<file path="config.mk">
export PLATFORM = sky130hd
export DESIGN_NAME = axi_firewall_ctl_sequencer
export DESIGN_NICKNAME = d
export VERILOG_FILES = /design/src/rtl/axi_firewall_pkg.sv /design/src/rtl/axi_firewall_ctl_regs.sv /design/src/rtl/axi_firewall_ctl_sequencer.sv
export SDC_FILE = /design/constraint.sdc
export NUM_CORES = 1
export LEC_CHECK = 0
export BUFFER_PORTS_ARGS = -buffer_cell sky130_fd_sc_hd__buf_2
export CAP_MARGIN = 0
export CORE_AREA = 2 2 89 91
export DETAILED_ROUTE_END_ITERATION = 10
export DIE_AREA = 0 0 91 93
export MAX_ROUTING_LAYER = met4
export PLACE_DENSITY = 0.79
export SYNTH_ARGS = -nofsm -noshare
export SYNTH_HDL_FRONTEND = slang
export SYNTH_SLANG_ARGS = --single-unit
export TNS_END_PERCENT = 5
</file>
<file path="constraint.sdc">
create_clock -name aclk -period 2.3 [get_ports aclk]
set_input_delay 0.345 -clock aclk [delete_from_list [all_inputs] [get_ports aclk]]
set_output_delay 0.345 -clock aclk [all_outputs]
set_load 0.05 [all_outputs]
</file>
<file path="src/rtl/axi_firewall_pkg.sv">
// Shared constants, response codes and sequencer state encoding for the
// firewall CTL-port sequencer.
package axi_firewall_pkg;

  localparam logic [11:0] STATUS_OFFSET  = 12'h000;
  localparam logic [11:0] UNBLOCK_OFFSET = 12'h008;

  localparam logic [1:0]  RESP_OKAY      = 2'b00;

  localparam logic [31:0] UNBLOCK_DATA   = 32'h0000_0001;
  localparam logic [3:0]  UNBLOCK_STRB   = 4'h1;

  typedef enum logic [2:0] {
    ST_IDLE,
    ST_RD_A,
    ST_RD_R,
    ST_WR,
    ST_WR_B,
    ST_WAIT_CLEAR,
    ST_HOLDOFF
  } seq_state_e;

  function automatic logic resp_is_err(input logic [1:0] resp);
    return resp != RESP_OKAY;
  endfunction

endpackage

</file>
<file path="src/rtl/axi_firewall_ctl_regs.sv">
// Status capture, saturating unblock counter and sticky control-error flag.
// Every output updates one cycle after its strobe; strobes are never stalled.
module axi_firewall_ctl_regs
  import axi_firewall_pkg::*;
#(
  parameter int COUNT_W = 16
) (
  input  logic               clk,
  input  logic               rst,
  input  logic               rd_done,
  input  logic [31:0]        rdata,
  input  logic               wr_done,
  input  logic               resp_err,
  input  logic               timeout,
  output logic [31:0]        fault_status,
  output logic [COUNT_W-1:0] unblock_count,
  output logic               ctl_error
);

  logic [31:0]        fault_status_q,  fault_status_d;
  logic [COUNT_W-1:0] unblock_count_q, unblock_count_d;
  logic               ctl_error_q,     ctl_error_d;

  always_comb begin
    fault_status_d  = fault_status_q;
    unblock_count_d = unblock_count_q;
    ctl_error_d     = ctl_error_q | resp_err | timeout;
    // Captured regardless of rresp so a failing read is still visible to debug.
    if (rd_done) begin
      fault_status_d = rdata;
    end
    if (wr_done && (unblock_count_q != {COUNT_W{1'b1}})) begin
      unblock_count_d = unblock_count_q + 1'b1;
    end
  end

  always_ff @(posedge clk) begin
    if (rst) begin
      fault_status_q  <= '0;
      unblock_count_q <= '0;
      ctl_error_q     <= 1'b0;
    end else begin
      fault_status_q  <= fault_status_d;
      unblock_count_q <= unblock_count_d;
      ctl_error_q     <= ctl_error_d;
    end
  end

  assign fault_status  = fault_status_q;
  assign unblock_count = unblock_count_q;
  assign ctl_error     = ctl_error_q;

endmodule

</file>
<file path="src/rtl/axi_firewall_ctl_sequencer.sv">
// Clears sticky firewall MI errors: status read, unblock write, poll for clear, hold-off.
// One AXI-Lite transaction at a time; each phase waits indefinitely on its slave handshake.
module axi_firewall_ctl_sequencer
  import axi_firewall_pkg::*;
#(
  parameter logic [11:0] STATUS_ADDR  = STATUS_OFFSET,
  parameter logic [11:0] UNBLOCK_ADDR = UNBLOCK_OFFSET,
  parameter int          POLL_LIMIT   = 256,
  parameter int          HOLDOFF      = 16,
  parameter int          COUNT_W      = 16
) (
  input  logic               aclk,
  input  logic               areset,
  output logic [11:0]        M_AXI_CTL_AWADDR,
  output logic [2:0]         M_AXI_CTL_AWPROT,
  output logic               M_AXI_CTL_AWVALID,
  input  logic               M_AXI_CTL_AWREADY,
  output logic [31:0]        M_AXI_CTL_WDATA,
  output logic [3:0]         M_AXI_CTL_WSTRB,
  output logic               M_AXI_CTL_WVALID,
  input  logic               M_AXI_CTL_WREADY,
  input  logic [1:0]         M_AXI_CTL_BRESP,
  input  logic               M_AXI_CTL_BVALID,
  output logic               M_AXI_CTL_BREADY,
  output logic [11:0]        M_AXI_CTL_ARADDR,
  output logic [2:0]         M_AXI_CTL_ARPROT,
  output logic               M_AXI_CTL_ARVALID,
  input  logic               M_AXI_CTL_ARREADY,
  input  logic [31:0]        M_AXI_CTL_RDATA,
  input  logic [1:0]         M_AXI_CTL_RRESP,
  input  logic               M_AXI_CTL_RVALID,
  output logic               M_AXI_CTL_RREADY,
  input  logic               mi_w_error,
  input  logic               mi_r_error,
  output logic [31:0]        fault_status,
  output logic [COUNT_W-1:0] unblock_count,
  output logic               busy,
  output logic               ctl_error
);

  localparam int CNT_MAX = (POLL_LIMIT > HOLDOFF) ? POLL_LIMIT : HOLDOFF;
  localparam int CNT_W   = $clog2(CNT_MAX + 1);

  seq_state_e       state_q, state_d;
  logic [CNT_W-1:0] cnt_q, cnt_d;
  logic arvalid_q, arvalid_d, rready_q, rready_d;
  logic awvalid_q, awvalid_d, wvalid_q, wvalid_d, bready_q, bready_d;

  logic err, ar_hs, r_hs, b_hs, aw_pend, w_pend;
  logic rd_done, wr_done, resp_err, timeout;

  assign err     = mi_w_error | mi_r_error;
  assign ar_hs   = arvalid_q & M_AXI_CTL_ARREADY;
  assign r_hs    = rready_q  & M_AXI_CTL_RVALID;
  assign b_hs    = bready_q  & M_AXI_CTL_BVALID;
  assign aw_pend = awvalid_q & ~M_AXI_CTL_AWREADY;
  assign w_pend  = wvalid_q  & ~M_AXI_CTL_WREADY;

  always_ff @(posedge aclk) begin
    if (areset) begin
      state_q   <= ST_IDLE;
      cnt_q     <= '0;
      arvalid_q <= 1'b0;
      rready_q  <= 1'b0;
      awvalid_q <= 1'b0;
      wvalid_q  <= 1'b0;
      bready_q  <= 1'b0;
    end else begin
      state_q   <= state_d;
      cnt_q     <= cnt_d;
      arvalid_q <= arvalid_d;
      rready_q  <= rready_d;
      awvalid_q <= awvalid_d;
      wvalid_q  <= wvalid_d;
      bready_q  <= bready_d;
    end
  end

  // One counter serves both the poll timeout and the hold-off; each reuse starts at zero.
  always_comb begin
    state_d = state_q;
    cnt_d   = cnt_q;
    timeout = 1'b0;
    unique case (state_q)
      ST_IDLE:  if (err)  state_d = ST_RD_A;
      ST_RD_A:  if (ar_hs) state_d = ST_RD_R;
      ST_RD_R:  if (r_hs)  state_d = ST_WR;
      ST_WR:    if (!aw_pend && !w_pend) state_d = ST_WR_B;
      ST_WR_B: begin
        if (b_hs) begin
          state_d = ST_WAIT_CLEAR;
          cnt_d   = '0;
        end
      end
      ST_WAIT_CLEAR: begin
        if (!err) begin
          state_d = ST_HOLDOFF;
          cnt_d   = '0;
        end else begin
          cnt_d = cnt_q + 1'b1;
          if (cnt_d == CNT_W'(POLL_LIMIT)) begin
            timeout = 1'b1;
            state_d = ST_HOLDOFF;
            cnt_d   = '0;
          end
        end
      end
      ST_HOLDOFF: begin
        cnt_d = cnt_q + 1'b1;
        if (cnt_d == CNT_W'(HOLDOFF)) begin
          state_d = ST_IDLE;
          cnt_d   = '0;
        end
      end
      default: state_d = ST_IDLE;
    endcase
  end

  always_comb begin
    arvalid_d = (state_q == ST_IDLE && err) || (state_q == ST_RD_A && !ar_hs);
    rready_d  = (state_q == ST_RD_A && ar_hs) || (state_q == ST_RD_R && !r_hs);
    awvalid_d = (state_q == ST_RD_R && r_hs) || (state_q == ST_WR && aw_pend);
    wvalid_d  = (state_q == ST_RD_R && r_hs) || (state_q == ST_WR && w_pend);
    bready_d  = (state_q == ST_WR && !aw_pend && !w_pend) || (state_q == ST_WR_B && !b_hs);
    rd_done   = (state_q == ST_RD_R) && r_hs;
    wr_done   = (state_q == ST_WR_B) && b_hs;
    resp_err  = (rd_done && resp_is_err(M_AXI_CTL_RRESP)) ||
                (wr_done && resp_is_err(M_AXI_CTL_BRESP));
  end

  axi_firewall_ctl_regs #(
    .COUNT_W (COUNT_W)
  ) u_regs (
    .clk           (aclk),
    .rst           (areset),
    .rd_done       (rd_done),
    .rdata         (M_AXI_CTL_RDATA),
    .wr_done       (wr_done),
    .resp_err      (resp_err),
    .timeout       (timeout),
    .fault_status  (fault_status),
    .unblock_count (unblock_count),
    .ctl_error     (ctl_error)
  );

  assign M_AXI_CTL_ARADDR  = STATUS_ADDR;
  assign M_AXI_CTL_ARPROT  = 3'b000;
  assign M_AXI_CTL_ARVALID = arvalid_q;
  assign M_AXI_CTL_RREADY  = rready_q;
  assign M_AXI_CTL_AWADDR  = UNBLOCK_ADDR;
  assign M_AXI_CTL_AWPROT  = 3'b000;
  assign M_AXI_CTL_AWVALID = awvalid_q;
  assign M_AXI_CTL_WDATA   = UNBLOCK_DATA;
  assign M_AXI_CTL_WSTRB   = UNBLOCK_STRB;
  assign M_AXI_CTL_WVALID  = wvalid_q;
  assign M_AXI_CTL_BREADY  = bready_q;
  assign busy              = (state_q != ST_IDLE);

endmodule

</file>
==> metrics.cfg <==
[critical_path]
reg2reg_depth=7
max_stage_delay_ns=0.49
worstPathCellList=nand4_2, or3_4, a211oi_4, o211ai_4, buf_4, a32oi_1, o21ai_1
worstSetupStartpointType=flip-flop
worst_path_max_delay_cell=dfxtp_1
crit_arrival_ns=2.39
crit_required_ns=2.50
crit_type=flip-flop to flip-flop
crit_fanout=6
end_kind=flip-flop

[synthesis]
synth-async-reset-ratio_pct=0
syn_area_mm2=0.00340
ys_ff_latch=66
syn_avg_cell_area_um2=7.88
ys_warn_count=0
ys_seq_area_share_pct=38.8
syn_inst=432
synth_edf_count=0
synth-main-ff-cell=dfxtp_1
synth_cell_type_count=49

[timing]
relSlewSlack_pct=60.4
maxSlewViolCount=0
clock.fmax_mhz=457
min_period_ns=2.19
tightest_slew_ns=0.591
grt_setup_unrepaired=no
fin_ws_ns=0.113
timing.final.hold_violations=0
clock_skew_ns=0.00814
period_share_pct=95.1
setup_viol=0

[clock_tree]
cts_sinks=66
root_buffer=clkbuf_8
path_clk_slew_ns=0.08
numCtsBuffers=9
clk_latency_ns=0.33
cts_tree=built
hold_buffers=0
htree_levels=3
clockBufferDepth=2

[cells_and_area]
syn2layout_area_growth_pct=19.2
drive_gt1_share_pct=26.7
final_nets=578
fin_cells=638
num_antenna_cells=0

[global_routing]
grt_pass1_wl_um=12100
grt_max_degree=27
grt_pass1_vias=2687
grt_usage_pct=17.5
antenna_found_initial=0
grt-ovfl-total=0

[placed_design]
place_congestion=0.901
place_ws_ns=-0.0954
port_buffers=99
post-dp-hpwl_um=5480
place_inst=619

[floorplan]
dieWidth_um=91
coreArea_mm2=0.00753
start_util_pct=45.2
die_area_mm2=0.00846
num_rows=32
die_h_um=93
io-pin-count=166

[detailed_routing]
drt_wl_total_um=7470
ant_nets=0
first_iter_violations=188
first_pass_iters=4
wire_per_inst_um=11.7
vias=2990
drt-met1-wl_um=3240
wl_met2_um=3580
wl_met3_um=590
route.detailed.drc=0
highest_layer=met4
vias_per_cell=4.69

[pwr]
peakVddDrop_mv=0.409
powerDensity_mw_per_mm2=782
p_leak_nw=1.82

[outcome]
run_status=completed

[hold_path]
hold_path_depth=3
min_path_type=input pin to flip-flop

[run]
max_cap_viol_count=0

cells by family (layout without fill, tap and decap cells):
family / after synthesis / count (layout) / synth area share, %
compound gates: 67 / 68 / 12.1
xor+xnor: 17 / 17 / 4.38
fa+ha+maj: 2 / 2 / 0.735
buf+inv: 92 / 131 / 17.8
flops: 66 / 66 / 38.8
mux: 4 / 4 / 1.18
other cells: 2 / 66 / 0.221
simple gates: 182 / 182 / 24.8
area by class of cell:
type | instances | area (um2)
Fill cell | 735 | 3470
Multi-Input combinational cell | 339 | 1780
Sequential cell | 66 | 1320
Timing Repair Buffer | 110 | 591
Clock buffer | 11 | 131
Tap cell | 102 | 128
Clock inverter | 5 | 86.3
Inverter | 5 | 18.8
metrics by stage:
step / TNS, ns / power, mW / hold slack [ns] / area (um2) / utilization (%)
after global routing: 0 / 3.33 / 0.232 / 4060 / 53.9
after global placement: 0 / 2.09 / 0.440 / 3760 / 50.0
after CTS: 0 / 3.19 / 0.228 / 3990 / 53.0
final: 0 / 3.17 / 0.244 / 4060 / 53.9
after floorplan: 0 / 2.05 / 0.481 / 3640 / -
after detailed placement: -0.209 / 2.11 / 0.445 / 3760 / 50.0
path summary, 6_finish.rpt:
check / start / to / slack, ns
worst max register to register: cnt_q[4]$_SDFFE_PP0P_ / state_q[2]$_SDFFE_PP0P_ / 0.11
worst min register to register: u_regs.fault_status[15]$_SDFFE_PP0P_ / u_regs.fault_status[15]$_SDFFE_PP0P_ / 0.45
worst min-delay path: M_AXI_CTL_RDATA[23] / u_regs.fault_status[23]$_SDFFE_PP0P_ / 0.24
worst max-delay path: cnt_q[4]$_SDFFE_PP0P_ / state_q[2]$_SDFFE_PP0P_ / 0.11
cells in the mapped netlist, types with 2 or more instances:
cell type / count / area, um2
nand2_1: 91 / 342
buf_4: 66 / 495
dfxtp_1: 66 / 1320
a21oi_1: 39 / 195
nor2_1: 34 / 128
nand3_1: 21 / 105
clkbuf_1: 14 / 52.6
xor2_1: 12 / 105
a31oi_1: 6 / 37.5
nand4_1: 6 / 37.5
o21ai_0: 6 / 30.0
inv_1: 5 / 18.8
xnor2_1: 5 / 43.8
a211oi_1: 4 / 30.0
buf_2: 4 / 20.0
mux2i_1: 4 / 40.0
a32oi_1: 3 / 26.3
and3_1: 3 / 18.8
nand2b_1: 3 / 18.8
nor2b_1: 3 / 18.8
or3_1: 3 / 18.8
buf_1: 2 / 7.51
conb_1: 2 / 7.51
ha_1: 2 / 25.0
nand4b_1: 2 / 17.5
nor3_1: 2 / 10.0
or2_2: 2 / 12.5
cells in the final DEF (no fill, tap or decap), types with 4 or more instances in the layout:
| cell type | synthesis | routed |
|---|---|---|
| a21oi_1 | 39 | 39 |
| a31oi_1 | 6 | 5 |
| buf_2 | 4 | 99 |
| buf_4 | 66 | 10 |
| clkbuf_8 | 0 | 9 |
| conb_1 | 2 | 66 |
| dfxtp_1 | 66 | 65 |
| inv_1 | 5 | 5 |
| mux2i_1 | 4 | 4 |
| nand2_1 | 91 | 91 |
| nand3_1 | 21 | 21 |
| nand4_1 | 6 | 6 |
| nor2_1 | 34 | 33 |
| o21ai_0 | 6 | 5 |
| xnor2_1 | 5 | 4 |
| xor2_1 | 12 | 12 |
registers in the layout, summed over array words and instances (netlist names):
| signal | cells |
|---|---|
| state_q | 3 |
| u_regs.fault_status | 32 |
| M_AXI_CTL_RREADY | 1 |
| M_AXI_CTL_ARVALID | 1 |
| M_AXI_CTL_WVALID | 1 |
| u_regs.unblock_count | 16 |
| u_regs.ctl_error | 1 |
| M_AXI_CTL_AWVALID | 1 |
| cnt_q | 9 |
| M_AXI_CTL_BREADY | 1 |
worst max-delay path: cells and delay by family (launching register included):
kind,cells,cell delay (ns)
AOI/OAI and AO/OA,4,0.71
and+or+nand+nor,2,0.66
DFF,1,0.49
buffers and inverters,1,0.19
routing by layer:
metal	GRT usage (%)	vias up
met2	29.6	122
li1	-	1513
met3	5.24	6
met5	-	-
met4	3.54	0
met1	20.9	1349
where the power goes:
| group | internal [mW] | switching (mW) |
|---|---|---|
| Clock | 0.619 | 0.452 |
| Sequential | 1.19 | 0.0823 |
| Combinational | 0.193 | 0.631 |
repair_timing:
action | CTS | global route
pin swaps | 0 | 1
setup endpoints to repair | 5 | 11
setup buffers | 0 | 2
resized for setup | 2 | 7
gates cloned | 0 | 1
No activity file was read; power rests on OpenSTA's default activity.
